## src/rtl/femto_clk_pkg.sv

```systemverilog
// Shared definitions for the board clocking slice: sequencer state encoding,
// width helpers and the PLL multiplier settings used by the PLL wrapper.
package femto_clk_pkg;

   // Sequencer states; the numeric values are visible on state_dbg.
   typedef enum logic [2:0] {
      ST_PLLRST    = 3'd0,
      ST_WAIT_LOCK = 3'd1,
      ST_STABLE    = 3'd2,
      ST_RELEASE   = 3'd3,
      ST_RUN       = 3'd4,
      ST_FAULT     = 3'd5
   } seq_state_e;

   // PLL configuration shared with the PLLE2_ADV wrapper (100 MHz in, 1 GHz VCO).
   localparam int PLL_CLKIN_PERIOD_NS = 10;
   localparam int PLL_DIVCLK_DIVIDE   = 1;
   localparam int PLL_CLKFBOUT_MULT   = 10;
   localparam int PLL_CLKOUT0_DIVIDE  = 20;
   localparam int PLL_CLKOUT1_DIVIDE  = 10;

   // Larger of two integers, for sizing counters from several limits.
   function automatic int max_int(input int a, input int b);
      return (a > b) ? a : b;
   endfunction

   // Bits needed to hold every value 0..v, never less than one.
   function automatic int width_for(input int v);
      int w;
      w = 1;
      while ((w < 31) && ((1 << w) <= v)) begin
         w = w + 1;
      end
      return w;
   endfunction

   // Width of the shared sequencer timer, sized for the longest interval it measures.
   function automatic int timer_width(input int timeout, input int stable,
                                      input int rst_cycles, input int release_span);
      return width_for(max_int(max_int(timeout, stable), max_int(rst_cycles, release_span)));
   endfunction

endpackage

```

## src/rtl/sync_2ff.sv

```systemverilog
// Two-flop synchronizer for a single level signal arriving from another clock domain.
module sync_2ff
   import femto_clk_pkg::*;
(
   input  logic clk,
   input  logic reset,
   input  logic d,
   output logic q
);

   logic meta_q;
   logic meta_d;
   logic sync_q;
   logic sync_d;

   // Each stage simply takes the value of the stage before it.
   always_comb begin
      meta_d = d;
      sync_d = meta_q;
   end

   // The first flop may go metastable; the second gives it a full cycle to settle.
   always_ff @(posedge clk) begin
      if (reset) begin
         meta_q <= 1'b0;
         sync_q <= 1'b0;
      end else begin
         meta_q <= meta_d;
         sync_q <= sync_d;
      end
   end

   assign q = sync_q;

endmodule

```

## src/rtl/pll_reset_sequencer.sv

```systemverilog
// PLL supervisor: pulses the PLL reset, waits for a qualified lock (with timeout
// and bounded retries), then releases the downstream resets one channel at a time.
// Any lock loss after release pulls every reset back and restarts the sequence.
module pll_reset_sequencer
   import femto_clk_pkg::*;
#(
   parameter int NCHAN          = 3,
   parameter int PLL_RST_CYCLES = 16,
   parameter int LOCK_TIMEOUT   = 100000,
   parameter int LOCK_STABLE    = 256,
   parameter int STAGGER        = 16,
   parameter int MAX_RETRIES    = 0,
   parameter int CNT_W          = 8
)(
   input  logic             pclk,
   input  logic             reset,
   input  logic             pll_locked,
   output logic             pll_rst,
   output logic [NCHAN-1:0] rst_out,
   output logic             ready,
   output logic             fault,
   output logic [CNT_W-1:0] lock_lost_count,
   output logic [2:0]       state_dbg
);

   localparam int TMR_W = timer_width(LOCK_TIMEOUT, LOCK_STABLE, PLL_RST_CYCLES, NCHAN * STAGGER);
   localparam int RTY_W = width_for(MAX_RETRIES);

   localparam logic [TMR_W-1:0] RST_LAST = TMR_W'(PLL_RST_CYCLES - 1);
   localparam logic [TMR_W-1:0] TO_LAST  = TMR_W'(LOCK_TIMEOUT - 1);
   localparam logic [TMR_W-1:0] STB_LAST = TMR_W'(LOCK_STABLE - 1);
   localparam logic [TMR_W-1:0] STG_LAST = TMR_W'(STAGGER - 1);
   localparam logic [RTY_W-1:0] RTY_LAST = RTY_W'(MAX_RETRIES - 1);

   logic             locked_s;

   seq_state_e       state_q;
   seq_state_e       state_d;
   logic [TMR_W-1:0] timer_q;
   logic [TMR_W-1:0] timer_d;
   logic [RTY_W-1:0] retries_q;
   logic [RTY_W-1:0] retries_d;
   logic [CNT_W-1:0] count_q;
   logic [CNT_W-1:0] count_d;
   logic [NCHAN-1:0] rst_out_q;
   logic [NCHAN-1:0] rst_out_d;
   logic             pll_rst_q;
   logic             pll_rst_d;
   logic             ready_q;
   logic             ready_d;
   logic             fault_q;
   logic             fault_d;

   sync_2ff u_lock_sync (
      .clk   (pclk),
      .reset (reset),
      .d     (pll_locked),
      .q     (locked_s)
   );

   // Next-state logic; outputs are derived from the state being entered so they are registered.
   always_comb begin
      state_d   = state_q;
      timer_d   = timer_q + TMR_W'(1);
      retries_d = retries_q;
      count_d   = count_q;
      rst_out_d = rst_out_q;

      case (state_q)
         ST_PLLRST: begin
            if (timer_q == RST_LAST) begin
               state_d = ST_WAIT_LOCK;
               timer_d = '0;
            end
         end

         ST_WAIT_LOCK: begin
            if (locked_s) begin
               state_d = ST_STABLE;
               timer_d = '0;
            end else if (timer_q == TO_LAST) begin
               timer_d = '0;
               if ((MAX_RETRIES != 0) && (retries_q == RTY_LAST)) begin
                  state_d = ST_FAULT;
               end else begin
                  state_d = ST_PLLRST;
               end
               if (MAX_RETRIES != 0) begin
                  retries_d = retries_q + RTY_W'(1);
               end
            end
         end

         ST_STABLE: begin
            if (!locked_s) begin
               state_d = ST_WAIT_LOCK;
               timer_d = '0;
            end else if (timer_q == STB_LAST) begin
               state_d = ST_RELEASE;
               timer_d = '0;
            end
         end

         ST_RELEASE: begin
            if (!locked_s) begin
               state_d   = ST_PLLRST;
               timer_d   = '0;
               retries_d = '0;
               if (count_q != '1) begin
                  count_d = count_q + CNT_W'(1);
               end
            end else begin
               if (timer_q == STG_LAST) begin
                  timer_d = '0;
               end
               if (timer_q == '0) begin
                  rst_out_d = rst_out_q << 1;
                  if (rst_out_d == '0) begin
                     state_d = ST_RUN;
                     timer_d = '0;
                  end
               end
            end
         end

         ST_RUN: begin
            timer_d = timer_q;
            if (!locked_s) begin
               state_d   = ST_PLLRST;
               timer_d   = '0;
               retries_d = '0;
               if (count_q != '1) begin
                  count_d = count_q + CNT_W'(1);
               end
            end
         end

         ST_FAULT: begin
            timer_d = timer_q;
         end

         default: begin
            state_d = ST_PLLRST;
            timer_d = '0;
         end
      endcase

      if (state_d inside {ST_PLLRST, ST_WAIT_LOCK, ST_STABLE, ST_FAULT}) begin
         rst_out_d = '1;
      end
      pll_rst_d = (state_d == ST_PLLRST) || (state_d == ST_FAULT);
      ready_d   = (state_d == ST_RUN);
      fault_d   = (state_d == ST_FAULT);
   end

   // State, timer and output registers; reset puts the PLL back into reset with everything held.
   always_ff @(posedge pclk) begin
      if (reset) begin
         state_q   <= ST_PLLRST;
         timer_q   <= '0;
         retries_q <= '0;
         count_q   <= '0;
         rst_out_q <= '1;
         pll_rst_q <= 1'b1;
         ready_q   <= 1'b0;
         fault_q   <= 1'b0;
      end else begin
         state_q   <= state_d;
         timer_q   <= timer_d;
         retries_q <= retries_d;
         count_q   <= count_d;
         rst_out_q <= rst_out_d;
         pll_rst_q <= pll_rst_d;
         ready_q   <= ready_d;
         fault_q   <= fault_d;
      end
   end

   assign pll_rst         = pll_rst_q;
   assign rst_out         = rst_out_q;
   assign ready           = ready_q;
   assign fault           = fault_q;
   assign lock_lost_count = count_q;
   assign state_dbg       = state_q;

endmodule

```

## config.mk

```make
export PLATFORM = sky130hd
export DESIGN_NAME = pll_reset_sequencer
export DESIGN_NICKNAME = d
export VERILOG_FILES = /design/src/rtl/femto_clk_pkg.sv /design/src/rtl/sync_2ff.sv /design/src/rtl/pll_reset_sequencer.sv
export SDC_FILE = /design/constraint.sdc
export NUM_CORES = 1
export LEC_CHECK = 0
export ABC_AREA = 1
export BUFFER_PORTS_ARGS = -buffer_cell sky130_fd_sc_hd__buf_4
export CORE_MARGIN = 8
export CORE_UTILIZATION = 52
export DETAILED_ROUTE_END_ITERATION = 12
export PLACE_DENSITY_LB_ADDON = 0.12
export SLEW_MARGIN = 20
export SYNTH_ARGS = -nofsm -noshare
export SYNTH_HDL_FRONTEND = slang
export SYNTH_SLANG_ARGS = --single-unit
export TNS_END_PERCENT = 20
```

## constraint.sdc

```tcl
create_clock -name pclk -period 4.6 [get_ports pclk]
set_clock_uncertainty 0.1 [all_clocks]
set_input_delay 0.92 -clock pclk [delete_from_list [all_inputs] [get_ports pclk]]
set_output_delay 0.92 -clock pclk [all_outputs]
set_load 0.01 [all_outputs]
```

==> flow_summary.ini <==
[placement]
dpl_cell_area_mm2 = 0.00224
hpwl_mm = 3.37
gp_congestion = 0.920
pre_cts_ws_ns = 2.52
portBuffers = 19

[finish]
final_nets = 338
postLayoutCellArea_mm2 = 0.00235
drive_gt1_share_pct = 17.4
area_growth_pct = 13.8
diodes = 0

[clocking]
cts_root_buf = clkbuf_8
htree_levels = 2
insertion_delay_ns = 0.29
cts_buffer_depth = 2
numCtsBuffers = 5
post_cts_buffers = 0
postCtsHoldBufs = 0
cts_tree = built
clkTransAtPathRegs_ns = 0.07
post_cts_resized = 0
cts.sinks = 36

[yosys]
synth.avg_cell_area_um2 = 6.63
ys_ff_latch = 36
async_flop_share_pct = 0
syn_inst = 311
synth_nets = 317
synth-edff-count = 0
synth_warnings = 0
synthDistinctLibCells = 33
synth_area_mm2 = 0.00206
yosysSeqAreaShare_pct = 34.9
synth_ff_type = dfxtp_1

[floorplanning]
fp.coreArea_mm2 = 0.00391
start_util_pct = 52.7
placementRows = 23
die_x_um = 79.0
die_y_um = 79.0
die_area_mm2 = 0.00624
io_pins = 20

[grt]
grt.overflow.total = 0
grt_pass1_wl_mm = 8.01
grt.total_usage_pct = 15.8
grt_max_degree = 19
antenna_found_initial = 0
grt_pass1_vias = 1827

[detailed_routing]
first_iter_violations = 133
drc = 0
first_pass_iters = 4
post_drt_via_cell_ratio = 5.10
routed_wl_mm = 4.56
num_vias = 1954
wl_per_cell_um = 11.9
ant_nets = 0

[timing]
finalMaxSlewViolations = 0
finalSetupViolCount = 0
rsz0062_at_grt = no
hold_viol = 0
final.setup.worst_slack_ns = 2.68
tns_ns = 0
max_freq_mhz = 520
hold_ws_ns = 0.322
tightest_slew_ns = 0.755
relSlewSlack_pct = 49.6
fin_crit_sh_pct = 41.8
fin_crit_ns = 1.92

[power_and_ir_drop]
power.density_mw_per_mm2 = 260
irDropWorstVdd_v = 0.000147
p_leak_nw = 1.11

[critical_path]
endpoint_kind = register
critPathSlowestCell = o21ai_2
required_ns = 4.72
cpPeakStageDelay_ns = 0.61
cp.arrival_ns = 2.04
path_cells = inv_1 -> nand3_1 -> o21ai_2 -> a21oi_1 -> or2_1 -> a21oi_1
crit_fanout = 18
worstSetupStartpointType = register
cpMostUsedCell = a21oi_1
r2r_slack_ns = 2.68
path_class = register to register

[worst_hold_path]
hold_class = register to register

[flow_run]
cap_violations = 0

[run_status]
status = finished clean
-- cells by family (layout without fill, tap and decap cells) --
kind of cell	after synthesis	in the layout	synth area share, %
xor+xnor	2	2	0.849
buf+inv	49	71	9.34
compound gates	43	43	12.0
simple gates	176	176	40.1
fa+ha+maj	3	3	1.82
mux	2	2	0.970
flops	36	36	34.9
-- critical path, delay by kind of cell, from the launching register on --
family	cells	cell delay [ns]
buf+inv	1	0.13
simple gates	2	0.40
compound gates	3	0.89
flops	1	0.33
-- path summary, 6_finish.rpt --
path                                                    start                  endpoint  depth (start not counted)
worst min-delay path            u_lock_sync.meta_q$_SDFF_PP0_  u_lock_sync.q$_SDFF_PP0_                          2
worst max register to register        state_dbg[1]$_SDFF_PP0_          ready$_SDFF_PP0_                          6
worst max-delay path                  state_dbg[1]$_SDFF_PP0_          ready$_SDFF_PP0_                          6
worst min register to register  u_lock_sync.meta_q$_SDFF_PP0_  u_lock_sync.q$_SDFF_PP0_                          2
-- per-layer routing --
layer | GRT usage (%) | up-vias | share of wire [%]
met5 | 0 | - | 0
met1 | 19.0 | 882 | 48
li1 | - | 1040 | -
met2 | 25.8 | 27 | 47
met3 | 3.95 | 5 | 3.1
met4 | 7.04 | 0 | 1.4
-- sequential cells by signal (all words and copies together) (netlist names) --
name                cells
timer_q                17
lock_lost_count         8
state_dbg               3
u_lock_sync.meta_q      1
ready                   1
u_lock_sync.q           1
rst_out                 3
pll_rst                 1
fault                   1
-- placed cells by master, fill, tap and decap left out, drive strengths merged, types with 3 or more instances in the layout --
| cell | n |
|---|---|
| nand2 | 87 |
| nor2 | 44 |
| inv | 43 |
| dfxtp | 36 |
| nand3 | 27 |
| a21oi | 24 |
| buf | 19 |
| o21ai | 13 |
| nand4 | 11 |
| clkbuf | 6 |
| nor3 | 3 |
| ha | 3 |
| or2 | 3 |
-- synthesized netlist by cell type, types with 4 or more instances --
cell type	number	area (um2)
inv_1	39	146
nand3_1	24	120
inv_2	4	15.0
o21ai_0	11	55.1
nand4_1	11	68.8
nand2_1	77	289
nor2_1	35	131
nand2_2	9	56.3
dfxtp_1	36	721
nor2_2	6	37.5
a21oi_1	24	120
-- per-stage QoR --
| step | utilization (%) | instances | total power [W] |
|---|---|---|---|
| floorplan | - | 311 | 0.000340 |
| detailed placement | 57.3 | 375 | 0.000345 |
| CTS | 60.0 | 383 | 0.000617 |
| global route | 60.0 | 383 | 0.000634 |
| finish | 60.0 | 383 | 0.000611 |
| global placement | 57.3 | 375 | 0.000345 |
-- report_power, final --
part	internal, W	total [W]	switching (W)
logic	0.00000738	0.0000201	0.0000127
registers	0.000315	0.000318	0.00000315
clock network	0.000161	0.000273	0.000112
total	0.000483	0.000611	0.000128
-- final cells by class --
cell class / count / area, um2
sequential: 36 / 721
multi-input combinational: 226 / 1150
tap: 50 / 62.6
clock inverter: 2 / 35.0
inverter: 44 / 165
timing repair buffer: 19 / 143
clock buffer: 6 / 72.6
fill: 405 / 1570
(Power assumes the default switching activity.)
